### src/rtl/div_sequencer.sv
// Multi-cycle RV64M divide/remainder sequencer beside the EX-stage ALU.
// Radix-2 restoring divider with sign fixup and 32-bit result adjustment.
module div_sequencer #(
  parameter int BUS_DATA_WIDTH = 64
) (
  input  logic                      clk,
  input  logic                      reset_n,
  input  logic                      inStart,
  input  logic [5:0]                inAluControl,
  input  logic [BUS_DATA_WIDTH-1:0] inData1,
  input  logic [BUS_DATA_WIDTH-1:0] inData2,
  input  logic [4:0]                inDestRegister,
  input  logic                      inFlush,
  input  logic                      inStallFromCache,
  output logic                      outStall,
  output logic                      outValid,
  output logic [BUS_DATA_WIDTH-1:0] outResult,
  output logic [4:0]                outDestRegister
);
  localparam int W  = BUS_DATA_WIDTH;
  localparam int CW = $clog2(W + 1);

  typedef enum logic [1:0] {IDLE, BUSY, FIXUP, DONE} state_t;
  state_t state, state_nx;

  logic          legal, op_sgn, op_rem, op_w;
  logic [W-1:0]  a_ext, b_ext, a_abs, b_abs, min_val;
  logic [W-1:0]  sp_q, sp_r;
  logic          a_neg, b_neg, div0, ovf, special, accept;
  logic [CW-1:0] cnt;
  logic [W-1:0]  quo, rem, dvs, res_fix;
  logic          neg_q, neg_r, sel_rem, sel_w;
  logic [W:0]    shl, trial;

  // Sign-extend the low word for 32-bit ops.
  function automatic logic [W-1:0] wfix(input logic w, input logic [W-1:0] v);
    return w ? {{(W-32){v[31]}}, v[31:0]} : v;
  endfunction

  // Opcode decode into signed / remainder / word flags.
  always_comb begin
    legal  = 1'b1;
    op_sgn = 1'b0;
    op_rem = 1'b0;
    op_w   = 1'b0;
    unique case (inAluControl)
      6'b100011: op_sgn = 1'b1;
      6'b100100: begin end
      6'b100101: begin op_sgn = 1'b1; op_rem = 1'b1; end
      6'b100110: op_rem = 1'b1;
      6'b101000: begin op_sgn = 1'b1; op_w = 1'b1; end
      6'b101001: op_w = 1'b1;
      6'b101010: begin op_sgn = 1'b1; op_rem = 1'b1; op_w = 1'b1; end
      6'b101011: begin op_rem = 1'b1; op_w = 1'b1; end
      default:   legal = 1'b0;
    endcase
  end

  // Operand width adjust, magnitudes and special-case results.
  always_comb begin
    if (op_w) begin
      a_ext = {{(W-32){op_sgn & inData1[31]}}, inData1[31:0]};
      b_ext = {{(W-32){op_sgn & inData2[31]}}, inData2[31:0]};
    end else begin
      a_ext = inData1;
      b_ext = inData2;
    end
    a_neg   = op_sgn & a_ext[W-1];
    b_neg   = op_sgn & b_ext[W-1];
    a_abs   = a_neg ? -a_ext : a_ext;
    b_abs   = b_neg ? -b_ext : b_ext;
    min_val = op_w ? {{(W-31){1'b1}}, 31'b0} : {1'b1, {(W-1){1'b0}}};
    div0    = (b_ext == '0);
    ovf     = op_sgn & (a_ext == min_val) & (b_ext == '1);
    special = div0 | ovf;
    sp_q    = div0 ? '1 : a_ext;
    sp_r    = div0 ? a_ext : '0;
    accept  = reset_n & (state == IDLE) & inStart & legal
            & ~inFlush & ~inStallFromCache;
  end

  // Trial subtraction and sign-corrected result.
  always_comb begin
    shl     = {rem, quo[W-1]};
    trial   = shl - {1'b0, dvs};
    res_fix = sel_rem ? (neg_r ? -rem : rem) : (neg_q ? -quo : quo);
  end

  // State register.
  always_ff @(posedge clk) begin
    if (!reset_n) state <= IDLE;
    else          state <= state_nx;
  end

  // Next state: flush wins, cache stall freezes.
  always_comb begin
    state_nx = state;
    if (inFlush) begin
      state_nx = IDLE;
    end else if (!inStallFromCache) begin
      unique case (state)
        IDLE:    if (accept) state_nx = special ? DONE : BUSY;
        BUSY:    if (cnt == CW'(1)) state_nx = FIXUP;
        FIXUP:   state_nx = DONE;
        DONE:    state_nx = IDLE;
        default: state_nx = IDLE;
      endcase
    end
  end

  // Pipeline stall and result-valid outputs.
  always_comb begin
    outStall = reset_n & (accept | (state == BUSY) | (state == FIXUP));
    outValid = (state == DONE);
  end

  // Operand capture, divide iterations and result register.
  always_ff @(posedge clk) begin
    if (!reset_n) begin
      cnt             <= '0;
      quo             <= '0;
      rem             <= '0;
      dvs             <= '0;
      neg_q           <= 1'b0;
      neg_r           <= 1'b0;
      sel_rem         <= 1'b0;
      sel_w           <= 1'b0;
      outResult       <= '0;
      outDestRegister <= '0;
    end else if (!inFlush && !inStallFromCache) begin
      unique case (state)
        IDLE: if (accept) begin
          outDestRegister <= inDestRegister;
          sel_rem <= op_rem;
          sel_w   <= op_w;
          neg_q   <= a_neg ^ b_neg;
          neg_r   <= a_neg;
          quo     <= op_w ? (a_abs << 32) : a_abs;
          rem     <= '0;
          dvs     <= b_abs;
          cnt     <= op_w ? CW'(32) : CW'(W);
          if (special) outResult <= wfix(op_w, op_rem ? sp_r : sp_q);
        end
        BUSY: begin
          cnt <= cnt - CW'(1);
          if (trial[W]) begin
            rem <= shl[W-1:0];
            quo <= {quo[W-2:0], 1'b0};
          end else begin
            rem <= trial[W-1:0];
            quo <= {quo[W-2:0], 1'b1};
          end
        end
        FIXUP:   outResult <= wfix(sel_w, res_fix);
        default: begin end
      endcase
    end
  end
endmodule

### config.mk
export PLATFORM = sky130hd
export DESIGN_NAME = div_sequencer
export DESIGN_NICKNAME = d
export VERILOG_FILES = /design/src/rtl/div_sequencer.sv
export SDC_FILE = /design/constraint.sdc
export NUM_CORES = 1
export LEC_CHECK = 0
export CORE_AREA = 2 2 302 304
export CTS_BUF_LIST = sky130_fd_sc_hd__clkbuf_4 sky130_fd_sc_hd__clkbuf_8
export CTS_CLUSTER_DIAMETER = 40
export DETAILED_ROUTE_END_ITERATION = 10
export DIE_AREA = 0 0 304 306
export PLACE_DENSITY = 0.42
export SLEW_MARGIN = 0
export SYNTH_ARGS = -nofsm -noshare
export SYNTH_HDL_FRONTEND = slang
export SYNTH_SLANG_ARGS = --single-unit
export TNS_END_PERCENT = 30
### constraint.sdc
create_clock -name clk -period 3.8 [get_ports clk]
set_input_delay 0.57 -clock clk [delete_from_list [all_inputs] [get_ports clk]]
set_output_delay 0.57 -clock clk [all_outputs]
set_load 0.01 [all_outputs]
==> results_dict.tcl <==
set metrics [dict create \
    p_comb_share_pct 19.6 \
    cp.arrival_ps 4310 \
    drive_gt1_share_pct 17.4 \
    fillers 9645 \
    path_max_fanout 3 \
    final_area_um2 30500 \
    fmax_ghz 0.264 \
    yosysWarnings 0 \
    area_delta_synth_final_pct 36.9 \
    period_share_pct 99.8 \
    finalMaxSlewViolations 0 \
    die_h_um 306 \
    p_sw_share_pct 29.3 \
    clock_skew_ps 54.1 \
    max_slew_margin_pct 28.6 \
    min_period_ps 3790 \
    antenna_found_initial 1 \
    register_area_um2 5490 \
    rsz0062_at_grt "yes" \
    status "completed" \
    drt-wirelength-per-cell_um 22.9 \
    dieArea_um2 93000 \
    viasPerCell 5.27 \
    syn_inst 3103 \
    antenna_left 0 \
    drc 0 \
    path_class "reg -> reg" \
    start_kind "register" \
    synth_area_per_cell_um2 7.18 \
    dp_slack_ps -390 \
    ys_async_sr_fraction_pct 0 \
    io_buffers 214 \
    cts_tree "done" \
    hold_viol_final 0 \
    pin_count 215 \
    wirelength_mm 111 \
    p_switching_w 0.00275 \
    drt_iter0_markers 2148 \
    synth-edff-count 0 \
    setup_ws_ps 8.61 \
    syn_nets 3323 \
    clk_path_buf_depth 3 \
    antenna_cells 0 \
    pwr-share-clk_pct 49.4 \
    die_width_um 304 \
    cts.sinks 274 \
    core_area_um2 89600 \
    synth_area_leaders "dfxtp_1 25%, o21ai_0 7.2%, a21oi_1 6.4%" \
    hold_class "in -> reg" \
    setup_viol 0 \
    grt-ovfl-total 0 \
    cp-end-kind "register" \
    nNetsFinal 3825 \
    track_usage_pct 23.0 \
    grt_pass1_wl_mm 162 \
    hpwlAfterDp_mm 87.0 \
    place_area_um2 28600 \
    syn_area_um2 22300 \
    tightest_slew_ps 1070 \
    start_util_pct 24.9 \
    synth_top_cell_by_area "dfxtp_1" \
    clk_pin_slew_ps 60 \
    gp_congestion 0.913 \
    multi_input_area_um2 15800 \
    ys_seq_area_share_pct 24.6 \
    post-route-util_pct 34.1 \
    ctsHtreeMaxLevel 3 \
    synth_cell_types 85 \
    p_seq_share_pct 30.9 \
    clock_latency_ps 700 \
    grt_max_degree 138 \
    vias 25500 \
    num_rows 110 \
    cp.required_ps 4310 \
    synth_flop_cell "dfxtp_1" \
    ir_worst_vdd_mv 0.209 \
    cts_buffers 74 \
    yosysTopAreaCellShare_pct 24.6 \
    cts_root_buffer "clkbuf_8" \
    setup_tns_ps 0 \
    leakage_nw 12.4 \
    max_cap_violations 0 \
    grt_pass1_vias 24300 \
    p_per_area_nw_per_um2 308 \
    p_int_w 0.00663 \
    synth_seq_cells 274 \
    firstDrtPassIters 6 \
]
==> area by class of cell <==
cell class	instances	area share, %
Tap cell	1176	4.82
Clock inverter	29	1.29
Clock buffer	105	4.45
Multi-Input combinational cell	2515	51.8
Timing Repair Buffer	636	18.4
Inverter	104	1.28
Sequential cell	274	18.0
==> final timing paths <==
| kind | from | end | slack (ps) | cells after the start |
|---|---|---|---|---|
| worst min-delay path | reset_n | state[0] | 220 | 3 |
| worst max-delay path | rem[47] | outResult[63] | 9 | 12 |
| worst max register to register | rem[47] | outResult[63] | 9 | 12 |
| worst min register to register | outResult[61] | outResult[61] | 460 | 2 |
==> synth_stat cells, types with 75 or more instances <==
cell type  count
xnor2_1      153
clkbuf_1     183
dfxtp_1      274
a21oi_1      286
inv_1        102
nor2_1       281
ha_1          75
nand3_1      123
xor2_1       147
o21ai_0      320
o31ai_1       80
nand2_1      315
==> layer usage <==
| metal | vias to the layer above | GRT usage, % | part of all wire (%) |
|---|---|---|---|
| met2 | 838 | 35.8 | 44 |
| li1 | 12300 | - | - |
| met5 | - | 0 | 0 |
| met1 | 12200 | 31.8 | 47 |
| met4 | 0 | 5.99 | 2.2 |
| met3 | 123 | 5.21 | 7.1 |
==> cell usage in the layout (no fill, tap or decap), types with 33 or more instances in the layout <==
cell	count
dfxtp_1	270
or3_1	67
a31oi_1	36
ha_1	72
nand3_1	123
buf_4	399
xnor2_1	152
nor2_1	277
a21oi_1	282
o31ai_1	77
inv_1	102
clkbuf_8	91
nor3_1	71
clkdlybuf4s50_1	213
or4_1	33
nand4_1	34
o211ai_1	36
o21ai_0	316
mux2i_1	41
nand2_1	312
a211oi_1	40
xor2_1	147
==> state kept, by name, indices dropped and copies added (netlist names) <==
| name | cells |
|---|---|
| outResult | 64 |
| dvs | 64 |
| quo | 64 |
| state | 2 |
| outDestRegister | 5 |
| neg_q | 1 |
| sel_rem | 1 |
| neg_r | 1 |
| rem | 64 |
| sel_w | 1 |
| cnt | 7 |
==> power by group through the flow <==
stage,clock network (W),registers (W),logic [W]
2_1_floorplan,0,0.00296,0.000847
3_3_place_gp,0,0.00296,0.00182
3_5_place_dp,0,0.00296,0.00181
4_1_cts,0.00475,0.00290,0.00182
5_1_grt,0.00490,0.00290,0.00197
6_report,0.00464,0.00290,0.00184
==> logic make-up after synthesis <==
kind of cell | share of synthesized area (%)
AOI/OAI and AO/OA | 28.9
xor gates and xnor gates | 11.8
adders and majority gates | 4.39
buffers and inverters | 5.62
DFF | 24.6
muxes | 1.84
and+or+nand+nor | 22.9
==> per-stage QoR <==
step / std cells / power (W) / hold WS (ps)
4_1_cts: 4838 / 0.00947 / 163
2_1_floorplan: 3103 / 0.00380 / 430
3_5_place_dp: 4704 / 0.00477 / 448
6_report: 4839 / 0.00939 / 218
5_1_grt: 4839 / 0.00977 / 248
3_3_place_gp: 4704 / 0.00478 / 444
==> critical path, stage by stage (launching register included) <==
cell     delay, ps
dfxtp_1        320
or4_4          580
or3_4          380
or3_4          340
or4_4          440
or3_4          350
or3_4          340
buf_4          150
o31ai_4        200
xnor2_2        180
o22ai_4        150
o21ai_2        160
a21oi_2         60
==> timing repair <==
action,CTS,global route
pin swaps,0,5
setup buffers,0,1
hold buffers,0,0
endpoints found under the setup margin,3,78
resized for setup,3,34
endpoints found under the hold margin,0,0
No activity file was read; power rests on OpenSTA's default activity.
